[config.mk]
export PLATFORM = sky130hd
export DESIGN_NAME = branch_target_buffer
export DESIGN_NICKNAME = d
export VERILOG_FILES = /design/src/rtl/branch_target_buffer.sv
export SDC_FILE = /design/constraint.sdc
export NUM_CORES = 1
export LEC_CHECK = 0
export BUFFER_PORTS_ARGS = -buffer_cell sky130_fd_sc_hd__buf_2
export CAP_MARGIN = 20
export CELL_PAD_IN_SITES_DETAIL_PLACEMENT = 1
export CELL_PAD_IN_SITES_GLOBAL_PLACEMENT = 2
export CORE_ASPECT_RATIO = 1.2
export CORE_MARGIN = 2
export CORE_UTILIZATION = 26
export DETAILED_ROUTE_END_ITERATION = 10
export PLACE_DENSITY = 0.5
export SYNTH_ARGS = -nofsm -noshare
export SYNTH_HDL_FRONTEND = slang
export SYNTH_SLANG_ARGS = --single-unit
[constraint.sdc]
create_clock -name CLK -period 4.31 [get_ports CLK]
set_input_delay 0.6465 -clock CLK [delete_from_list [all_inputs] [get_ports CLK]]
set_output_delay 0.6465 -clock CLK [all_outputs]
set_load 0.01 [all_outputs]
[src/rtl/branch_target_buffer.sv]
// Direct-mapped branch target buffer with a 2-bit saturating counter per entry.
// Optional same-cycle update-to-lookup forwarding is enabled by defining BTB_BYPASS_EN.
module branch_target_buffer #(
    parameter int NUM_ENTRIES = 8,
    localparam int IDX_W = $clog2(NUM_ENTRIES),
    localparam int TAG_W = 30 - IDX_W
) (
    input  logic        CLK,
    input  logic        nRST,
    input  logic [31:0] lookup_pc,
    output logic        branch_hit,
    output logic [29:0] target_address,
    output logic [1:0]  branch_history,
    output logic [31:0] pc_predicted,
    input  logic        update_en,
    input  logic [31:0] update_pc,
    input  logic        update_taken,
    input  logic [29:0] update_target
);

    localparam logic [1:0] CTR_RESET = 2'b01;
    localparam logic [1:0] CTR_ALLOC = 2'b10;

    logic              valid_q  [NUM_ENTRIES];
    logic [TAG_W-1:0]  tag_q    [NUM_ENTRIES];
    logic [29:0]       target_q [NUM_ENTRIES];
    logic [1:0]        ctr_q    [NUM_ENTRIES];

    logic [IDX_W-1:0]  lk_idx;
    logic [TAG_W-1:0]  lk_tag;
    logic [IDX_W-1:0]  up_idx;
    logic [TAG_W-1:0]  up_tag;
    logic              up_hit;
    logic              up_write;

    logic              nxt_valid;
    logic [TAG_W-1:0]  nxt_tag;
    logic [29:0]       nxt_target;
    logic [1:0]        nxt_ctr;

    logic              sel_valid;
    logic [TAG_W-1:0]  sel_tag;
    logic [29:0]       sel_target;
    logic [1:0]        sel_ctr;
    logic              hit;

    // Byte-offset bits of the update address carry no information for a word-aligned BTB.
    logic              unused_update_lsb;
    assign unused_update_lsb = ^update_pc[1:0];

    assign lk_idx = lookup_pc[IDX_W+1:2];
    assign lk_tag = lookup_pc[31:IDX_W+2];
    assign up_idx = update_pc[IDX_W+1:2];
    assign up_tag = update_pc[31:IDX_W+2];

    assign up_hit = valid_q[up_idx] && (tag_q[up_idx] == up_tag);

    always_comb begin
        nxt_valid  = valid_q[up_idx];
        nxt_tag    = tag_q[up_idx];
        nxt_target = target_q[up_idx];
        nxt_ctr    = ctr_q[up_idx];
        up_write   = 1'b0;
        if (update_en) begin
            if (up_hit) begin
                up_write = 1'b1;
                if (update_taken) begin
                    nxt_ctr    = (ctr_q[up_idx] == 2'b11) ? 2'b11 : ctr_q[up_idx] + 2'd1;
                    nxt_target = update_target;
                end else begin
                    nxt_ctr    = (ctr_q[up_idx] == 2'b00) ? 2'b00 : ctr_q[up_idx] - 2'd1;
                end
            end else if (update_taken) begin
                // Allocation evicts whatever alias occupied this index.
                up_write   = 1'b1;
                nxt_valid  = 1'b1;
                nxt_tag    = up_tag;
                nxt_target = update_target;
                nxt_ctr    = CTR_ALLOC;
            end
        end
    end

    always_ff @(posedge CLK or negedge nRST) begin
        if (!nRST) begin
            for (int i = 0; i < NUM_ENTRIES; i++) begin
                valid_q[i]  <= 1'b0;
                tag_q[i]    <= '0;
                target_q[i] <= '0;
                ctr_q[i]    <= CTR_RESET;
            end
        end else if (up_write) begin
            valid_q[up_idx]  <= nxt_valid;
            tag_q[up_idx]    <= nxt_tag;
            target_q[up_idx] <= nxt_target;
            ctr_q[up_idx]    <= nxt_ctr;
        end
    end

`ifdef BTB_BYPASS_EN
    logic fwd;
    // Full word-address match only; index-only collisions read the stored entry.
    assign fwd = nRST && update_en && (update_pc[31:2] == lookup_pc[31:2]);

    always_comb begin
        sel_valid  = valid_q[lk_idx];
        sel_tag    = tag_q[lk_idx];
        sel_target = target_q[lk_idx];
        sel_ctr    = ctr_q[lk_idx];
        if (fwd) begin
            sel_valid  = nxt_valid;
            sel_tag    = nxt_tag;
            sel_target = nxt_target;
            sel_ctr    = nxt_ctr;
        end
    end
`else
    always_comb begin
        sel_valid  = valid_q[lk_idx];
        sel_tag    = tag_q[lk_idx];
        sel_target = target_q[lk_idx];
        sel_ctr    = ctr_q[lk_idx];
    end
`endif

    assign hit = sel_valid && (sel_tag == lk_tag);

    always_comb begin
        branch_hit     = hit;
        target_address = 30'd0;
        branch_history = CTR_RESET;
        pc_predicted   = lookup_pc + 32'd4;
        if (hit) begin
            target_address = sel_target;
            branch_history = sel_ctr;
            if (sel_ctr[1]) begin
                pc_predicted = {sel_target, 2'b00};
            end
        end
    end

endmodule

==> impl_metrics.tcl, run 1 <==
set metrics [dict create \
    grt_max_degree 99 \
    fin_crit_ns 4.594 \
    netlist_area_mm2 0.02695 \
    hold_viol_final 0 \
    synth_seq_cells 480 \
    dp_slack_ns -0.6112 \
    htreeDepth 2 \
    start_util_pct 26.17 \
    grt-ovfl-total 0 \
    postSynthCellCount 2204 \
    ir_drop_uv 309.2 \
    crit_required_ns 3.66 \
    drive_above_1_share_pct 41.45 \
    seq_area_mm2 0.01202 \
    globalplace.congestion 0.7805 \
    wirelength_mm 111.2 \
    tightest_slew_ns 0.7697 \
    worstPathMaxFanout 13 \
    multi_input_area_mm2 0.01421 \
    fin_area_mm2 0.03305 \
    synth_edf_count 0 \
    rows 129 \
    ant_nets 0 \
    dieWidth_um 297.9 \
    dieArea_mm2 0.1063 \
    ys_types 58 \
    clkLatencyLatePin_ns 0.65 \
    antenna_found_initial 11 \
    fmax_mhz 217.7 \
    rsz0062_at_grt "true" \
    nNetsFinal 2577 \
    synth_async_sr_flop_share_pct 100.0 \
    synth_xor_area_share_pct 2.340 \
    ys_seq_area_share_pct 44.60 \
    drv_cap 0 \
    worst_ep_arrival_time_ns 3.95 \
    final_common_cell "dfrtp_1" \
    reg2regPathDepth 11 \
    synth_nets 2303 \
    cts-root-buf "clkbuf_16" \
    fin_crit_sh_pct 106.6 \
    cts_hold_buf 0 \
    cts_buffers 60 \
    clockBufferDepth 3 \
    status "complete, but fails checks" \
    grt_pass1_vias 22386 \
    synth.avg_cell_area_um2 12.23 \
    violations "setup timing" \
    viasPerCell 5.186 \
    setup_viol 64 \
    cts_sinks 480 \
    hpwl_mm 73.43 \
    area_growth_pct 22.61 \
    finClkSkew_ns 0.03691 \
    end_kind "primary output" \
    path_clk_slew_ns 0.06 \
    synth_top_flop_cell "dfrtp_1" \
    grtUsageTotal_pct 20.87 \
    grt_first_pass_wirelength_mm 162.4 \
    placed_area_mm2 0.03082 \
    setup_slack_ns -0.2840 \
    portBuffers 160 \
    layout_common_cells "dfrtp_1, mux2_2, buf_4, nand2_1, mux4_2" \
    cellLeakagePower_uw 0.01411 \
    synthAdderAreaFrac_pct 0.1207 \
    cts_tree "built" \
    yosys.area_share.simple_pct 7.112 \
    io_pins 163 \
    power_density_mw_per_mm2 483.3 \
    vias 20241 \
    yosys_warnings 0 \
    synthMuxAreaShare_pct 35.04 \
    drtIter0Drc 1080 \
    synth_compound_area_share_pct 7.720 \
    critPathLaunchType "register" \
    worstSetupPathType "register to primary output" \
    fill_cells 11280 \
    maxSlewHeadroom_pct 48.69 \
    drt_pass1_iterations 5 \
    dieHeight_um 356.7 \
    wire_per_inst_um 28.48 \
    route.detailed.drc 0 \
    min_path_type "input pin to asynchronous set/reset pin" \
    synth_top_family_by_area "multiplexers" \
    drv_slew 0 \
    core_area_mm2 0.1030 \
]
## cell families after synthesis
| logic type | after synthesis |
|---|---|
| buffers and inverters | 182 |
| DFF | 480 |
| muxes | 695 |
| and+or+nand+nor | 432 |
| AOI/OAI and AO/OA | 340 |
| adders and majority gates | 3 |
| xor gates and xnor gates | 72 |
## sequential cells by signal (all words and copies together) (netlist names)
register and cells:
ctr_q 16, valid_q 8, target_q 240, tag_q 216
## metal layers
layer / vias to the layer above / routed length [µm] / global-route usage (%)
met5: - / 68 / 0
met4: 10 / 3913 / 7.648
met3: 194 / 3881 / 2.497
met2: 434 / 54590 / 35.72
met1: 10829 / 48720 / 27.15
li1: 8774 / - / -
## cells in the mapped netlist, types with 15 or more instances
master,number,area share [%]
mux2i_1,155,5.8
buf_2,26,0.48
o22ai_1,15,0.35
mux2_2,373,16
a221oi_1,20,0.65
mux4_2,161,13
o21ai_0,150,2.8
clkbuf_1,94,1.3
dfrtp_1,472,44
a22oi_1,48,1.3
xor2_1,29,0.94
nand3_1,59,1.1
nand2_1,174,2.4
buf_1,29,0.40
nor2_1,116,1.6
a21oi_1,52,0.97
xnor2_1,43,1.4
## final cells by class
cell class / instances / share of cell area, %
multi-input cells: 1542 / 43.01
flip-flops and latches: 480 / 36.38
repair buffers: 380 / 9.223
clock buffers: 94 / 5.414
well taps: 1375 / 5.206
clock inverters: 16 / 0.5982
inverters: 14 / 0.1590
diodes: 2 / 0.01514
## critical path, cell delays in order, from the launching register on
cell and delay, ns:
dfrtp_1 0.39, mux4_2 0.49, mux2i_2 0.21, xor2_2 0.32, buf_4 0.19, nand4_1 0.27
or4_4 0.55, nor2_4 0.16, buf_4 0.14, buf_12 0.17, mux2i_1 0.22, buf_2 0.16
## through the flow
step                      total power (µW)  hold WS (ns)  setup TNS [ns]  cells  utilization [%]
final                                15970       0.01281          -9.968   3903            32.09
after detailed placement             10880        0.4823          -44.21   3778            29.93
after global routing                 16830       0.04048          -17.37   3902            32.09
after CTS                            16160       0.03398          -16.97   3898            32.02
after global placement               10710        0.4668          -44.17   3778            29.93
after floorplan                       9042        0.3509               0   2204                -
## repair_timing
action	4_1_cts	5_1_grt
pin swaps	0	1
gates cloned	2	1
resized for setup	8	7
setup endpoints to repair	65	65
hold endpoints to repair	0	0
setup buffers	8	2
## report_power, final
group          switching (µW)  internal, µW  leakage, µW
Sequential                924          5670      0.00599
Clock                    2120          3060     0.000979
Combinational            1930          2260      0.00714
Total                    4970         11000       0.0141
## path summary, 6_finish.rpt
path	startpoint	endpoint	slack (ns)
min	nRST	target_q[69]	0.01
max	tag_q[4]	pc_predicted[4]	-0.28
max reg2reg	tag_q[5]	target_q[0]	0.55
min in group CLK	update_pc[10]	tag_q[167]	0.32
min reg2reg	ctr_q[10]	ctr_q[10]	0.50
max in group asynchronous	nRST	tag_q[206]	3.21
(Power assumes the default switching activity.)
==> run 2, diff against run 1 <==
--- a/config.mk
+++ b/config.mk
@@ -11,9 +11,9 @@
 export CELL_PAD_IN_SITES_GLOBAL_PLACEMENT = 2
 export CORE_ASPECT_RATIO = 1.2
 export CORE_MARGIN = 2
-export CORE_UTILIZATION = 26
+export CORE_UTILIZATION = 43
 export DETAILED_ROUTE_END_ITERATION = 10
-export PLACE_DENSITY = 0.5
+export PLACE_DENSITY = 0.78
 export SYNTH_ARGS = -nofsm -noshare
 export SYNTH_HDL_FRONTEND = slang
 export SYNTH_SLANG_ARGS = --single-unit
==> run 2 against run 1 <==
  * Sequential share of layout area grew 1.2 points
  * Core utilization rose by 20 points
  * Power shrank 3.2%
  * The run still ends with setup timing left
==> impl_metrics.tcl, run 2 (synthesis gave the netlist of run 1 again) <==
set metrics [dict create \
    setup_slack_ns -0.1782 \
    largest_registers "target_q x240, tag_q x216, ctr_q x16" \
    io_pins 163 \
    grt_pass1_vias 22589 \
    fin_hold_ws_ns 0.09288 \
    worst_ep_arrival_time_ns 3.84 \
    portBuffers 160 \
    drive_above_1_share_pct 41.22 \
    route.detailed.drc 0 \
    fin_crit_sh_pct 104.1 \
    drv_cap 0 \
    worstPathMaxFanout 10 \
    rsz0062_at_grt "true" \
    clockBufferDepth 3 \
    final_common_cell "dfrtp_1" \
    cts_buffers 53 \
    cts-root-buf "clkbuf_16" \
    status "complete, but fails checks" \
    grt-ovfl-total 0 \
    finClkSkew_ns 0.02094 \
    r2r-start "tag_q[72]" \
    dieArea_mm2 0.06471 \
    path_clk_slew_ns 0.06 \
    dieHeight_um 278.3 \
    cellLeakagePower_uw 0.01393 \
    min_path_type "input pin to asynchronous set/reset pin" \
    drv_slew 0 \
    vias 20501 \
    tightest_slew_ns 0.9611 \
    ant_nets 0 \
    nNetsFinal 2544 \
    fmax_mhz 222.8 \
    startpoint "lookup_pc[2]" \
    wirelength_mm 95.66 \
    dp_cells 3188 \
    r2r_slack_ns 0.71 \
    layout_common_cells "dfrtp_1, mux2_2, nand2_1, mux4_2, buf_4" \
    cp-endpoint "pc_predicted[9]" \
    total_power_uw 15470 \
    maxSlewHeadroom_pct 35.93 \
    hold_viol_final 0 \
    hpwl_mm 62.46 \
    cts_sinks 480 \
    tns_ns -3.841 \
    grt_first_pass_wirelength_mm 145.3 \
    grt_max_degree 99 \
    crit_required_ns 3.66 \
    worstSetupPathType "input pin to primary output" \
    r2r_end "target_q[85]" \
    fin_crit_ns 4.488 \
    end_kind "primary output" \
    critPathLaunchType "input pin" \
    rows 100 \
    violations "setup timing" \
    setup_viol 32 \
    area_growth_pct 18.80 \
    cts_tree "built" \
    power_density_mw_per_mm2 483.0 \
    drt_pass1_iterations 7 \
    globalplace.congestion 0.8401 \
    instances_no_fill 3305 \
    largest_reg_flops 240 \
    diodes 0 \
    antenna_found_initial 4 \
    reg2regPathDepth 12 \
    dieWidth_um 232.5 \
    drtIter0Drc 1343 \
    clkLatencyLatePin_ns 0.62 \
    htreeDepth 2 \
    grtUsageTotal_pct 29.88 \
    ir_drop_uv 311.3 \
    regMostFlops "target_q" \
    fin_util_pct 51.59 \
    core_area_mm2 0.06206 \
    viasPerCell 6.203 \
    start_util_pct 43.43 \
    wire_per_inst_um 28.94 \
]
-- run 2: cell count changes in the layout (fill, tap and decap cells not counted), sizes merged --
cell / previous run / this run
diode: 2 / 0
clkinvlp: 1 / 0
clkbuf: 96 / 80
clkinv: 10 / 15
buf: 378 / 352
inv: 15 / 16
-- run 2: layer usage --
layer / part of all wire, % / global-route usage, % / vias to the layer above / routed length (µm)
met5: 0.030 / 0 / - / 29
met4: 4.6 / 12.49 / 6 / 4425
met3: 4.9 / 4.395 / 222 / 4712
met2: 51 / 51.92 / 644 / 49210
met1: 39 / 37.04 / 10934 / 37270
li1: - / - / 8695 / -
-- run 2: worst min-delay path by stage --
| stage | slack [ns] | depth (start not counted) | startpoint | endpoint |
|---|---|---|---|---|
| after global placement | 0.48 | 1 | valid_q[6] | valid_q[6] |
| after detailed placement | 0.49 | 2 | ctr_q[0] | ctr_q[0] |
| final | 0.09 | 1 | nRST | target_q[221] |
| after global routing | 0.14 | 1 | nRST | target_q[221] |
| after floorplan | 0.35 | 0 | nRST | ctr_q[11] |
| after CTS | 0.11 | 1 | nRST | target_q[221] |
-- run 2: what timing repair did --
action                                  4_1_cts  5_1_grt
hold buffers                                  0        0
resized for setup                            16       20
buffers inserted                              8        8
pin swaps                                     4        2
endpoints found under the setup margin       65       65
gates cloned                                  2        0
-- run 2: stage by stage --
stage	worst slack (ns)	instance area, µm²
after detailed placement	-0.5058	29850
final	-0.1782	32020
after CTS	-0.2136	31850
after floorplan	0.1276	26950
after global routing	-0.2541	32020
after global placement	-0.4913	29850
-- run 2: layout make-up --
| cell class | instances | area, µm² |
|---|---|---|
| Fill cell | 6442 | 30040 |
| Tap cell | 816 | 1021 |
| Timing Repair Buffer | 354 | 2825 |
| Multi-Input combinational cell | 1542 | 14290 |
| Clock inverter | 21 | 222.7 |
| Sequential cell | 480 | 12020 |
| Inverter | 14 | 52.55 |
| Clock buffer | 78 | 1583 |
-- run 2: where the power goes --
| part | internal [µW] | switching, µW |
|---|---|---|
| logic | 2250 | 1840 |
| registers | 5670 | 961 |
| clock network | 2780 | 1970 |
-- run 2: worst max-delay path: stages --
cell and delay [ns]:
clkbuf_16 0.17, buf_12 0.16, buf_12 0.14, buf_4 0.13
mux4_2 0.50, mux2i_2 0.19, buf_4 0.14, xor2_1 0.14
nand4_1 0.24, or4_4 0.52, nor2_4 0.16, buf_8 0.16
buf_12 0.15, mux2i_1 0.21, buf_2 0.16
==> run 3, diff against run 2 <==
--- a/config.mk
+++ b/config.mk
@@ -13,7 +13,7 @@
 export CORE_MARGIN = 2
 export CORE_UTILIZATION = 43
 export DETAILED_ROUTE_END_ITERATION = 10
-export PLACE_DENSITY = 0.78
+export PLACE_DENSITY = 0.91
 export SYNTH_ARGS = -nofsm -noshare
 export SYNTH_HDL_FRONTEND = slang
 export SYNTH_SLANG_ARGS = --single-unit
==> run 3 against run 2 <==
  * The flow still finishes with violations (setup timing)
  * Critical path depth down 1
  * Core utilization down 0.49 points
  * Via count up 2.6%
  * Routed wire length up 1.5%
  * Global-route usage up 0.098 points
  * Maximum frequency about the same
  * Non-clock buffer count down 17
  * Register-to-register slack worse by 0.08 ns
  * Clock power down 5.7%
  * Critical endpoint is now pc_predicted[31]
  * Largest cell class unchanged
==> impl_metrics.tcl, run 3 (synthesis gave the netlist of run 1 again) <==
set metrics [dict create \
    drive_above_1_share_pct 40.22 \
    clockBufferDepth 3 \
    setup_viol 32 \
    cts-root-buf "clkbuf_16" \
    end_kind "primary output" \
    ir_drop_uv 339.7 \
    reg2regPathDepth 11 \
    fmax_mhz 223.0 \
    worst_ep_arrival_time_ns 3.84 \
    fin_crit_sh_pct 104.0 \
    portBuffers 160 \
    clkLatencyLatePin_ns 0.61 \
    critPathLaunchType "input pin" \
    busiest_layer "met2" \
    min_path_type "input pin to asynchronous set/reset pin" \
    worstSetupPathType "input pin to primary output" \
    path_cells "clkbuf_16, buf_12, buf_6, mux4_2, mux2i_2, xnor2_1, nor4_4, nand3_2, or4_4, nor2_4, buf_4, buf_6, mux2i_1, buf_2" \
    htreeDepth 2 \
    slowest_stage "or4_4" \
    largest_reg_flops 240 \
    grt-ovfl-total 0 \
    io_pins 163 \
    hold_viol_final 0 \
    dieArea_mm2 0.06471 \
    status "complete, but fails checks" \
    regMostFlops "target_q" \
    tns_ns -3.664 \
    ant_nets 0 \
    final_common_cell "dfrtp_1" \
    drv_cap 0 \
    cts_buffers 50 \
    route.detailed.drc 0 \
    use_met2_pct 51.20 \
    globalplace.congestion 0.8567 \
    cellLeakagePower_uw 0.01374 \
    fin_crit_ns 4.484 \
    finClkSkew_ns 0.02523 \
    grtUsageTotal_pct 29.98 \
    drt_pass1_iterations 5 \
    diodes 0 \
    antenna_found_initial 6 \
    use_met3_pct 4.600 \
    placed_area_mm2 0.02965 \
    use_met1_pct 36.49 \
    power_density_mw_per_mm2 480.7 \
    fin_area_mm2 0.03171 \
    grt_max_degree 113 \
    drv_slew 0 \
    crit_top_cell "buf_6" \
    largest_registers "target_q x240, tag_q x216, ctr_q x16" \
    grt_first_pass_wirelength_mm 146.7 \
    layout_common_cells "dfrtp_1, mux2_2, nand2_1, mux4_2, buf_2" \
    cts_tree "built" \
    worstPathMaxFanout 8 \
    fin_hold_ws_ns 0.1580 \
    violations "setup timing" \
    dieWidth_um 232.5 \
    area_growth_pct 17.66 \
    wirelength_mm 97.06 \
    cpPeakStageDelay_ns 0.57 \
    maxSlewHeadroom_pct 35.15 \
    tightest_slew_ns 0.9728 \
    viasPerCell 6.420 \
    grt_pass1_vias 23313 \
    dp_cells 3164 \
    hpwl_mm 62.99 \
    crit_required_ns 3.66 \
    start_util_pct 43.43 \
    vias 21025 \
    rsz0062_at_grt "true" \
    instances_no_fill 3275 \
    cts_sinks 480 \
    path_clk_slew_ns 0.06 \
    seq_area_mm2 0.01202 \
    drtIter0Drc 1614 \
    core_area_mm2 0.06206 \
    setup_slack_ns -0.1740 \
    dieHeight_um 278.3 \
    nNetsFinal 2524 \
    fill_cells 6394 \
    rows 100 \
    multi_input_area_mm2 0.01427 \
    wire_per_inst_um 29.64 \
]
run 3: cell types whose count changed in the layout (fill, tap and decap cells not counted), sizes merged:
cell / delta
clkbuf: -3
clkinvlp: +1
bufinv: +1
inv: -1
clkinv: -10
buf: -18
run 3: metal layers:
layer | vias up | routed length [µm]
li1 | 8642 | -
met1 | 11235 | 37070
met2 | 844 | 48570
met3 | 294 | 5709
met4 | 10 | 5652
met5 | - | 58
run 3: final cells by class:
class | count | area share (%)
multi-input cells | 1542 | 45.01
clock buffers | 74 | 4.612
well taps | 816 | 3.220
repair buffers | 337 | 8.475
clock inverters | 12 | 0.6037
inverters | 14 | 0.1657
flip-flops and latches | 480 | 37.91
run 3: stage by stage:
stage	worst slack [ns]	utilization, %	power [µW]
after global placement	-0.3683	47.78	10210
final	-0.1740	51.10	15240
after detailed placement	-0.2990	47.78	10600
after global routing	-0.2812	51.10	15860
after floorplan	0.1276	-	9042
after CTS	-0.09075	50.94	15190
run 3: final timing paths:
check / startpoint / end / slack (ns)
setup / recovery: lookup_pc[2] / pc_predicted[31] / -0.17
setup reg to reg: tag_q[5] / target_q[54] / 0.63
max in group asynchronous: nRST / ctr_q[6] / 2.96
min in group CLK: update_pc[8] / tag_q[111] / 0.36
hold / removal: nRST / target_q[188] / 0.16
hold reg to reg: ctr_q[10] / ctr_q[10] / 0.50
run 3: timing repair:
action,4_1_cts,5_1_grt
buffers inserted,17,5
pin swaps,9,4
endpoints found under the setup margin,65,64
hold buffers,0,0
gates resized for setup,19,7
gates cloned,2,1
run 3: where the power goes:
part	switching, µW	total (µW)	internal, µW
sequential	994	6660	5670
clock	1850	4480	2630
combinational	1910	4100	2180
run 3: critical path: cells and delay by family:
family                    cells  cell delay [ns]
xor gates and xnor gates      1             0.19
muxes                         3             0.95
buffers and inverters         6             0.87
and+or+nand+nor               4             1.16
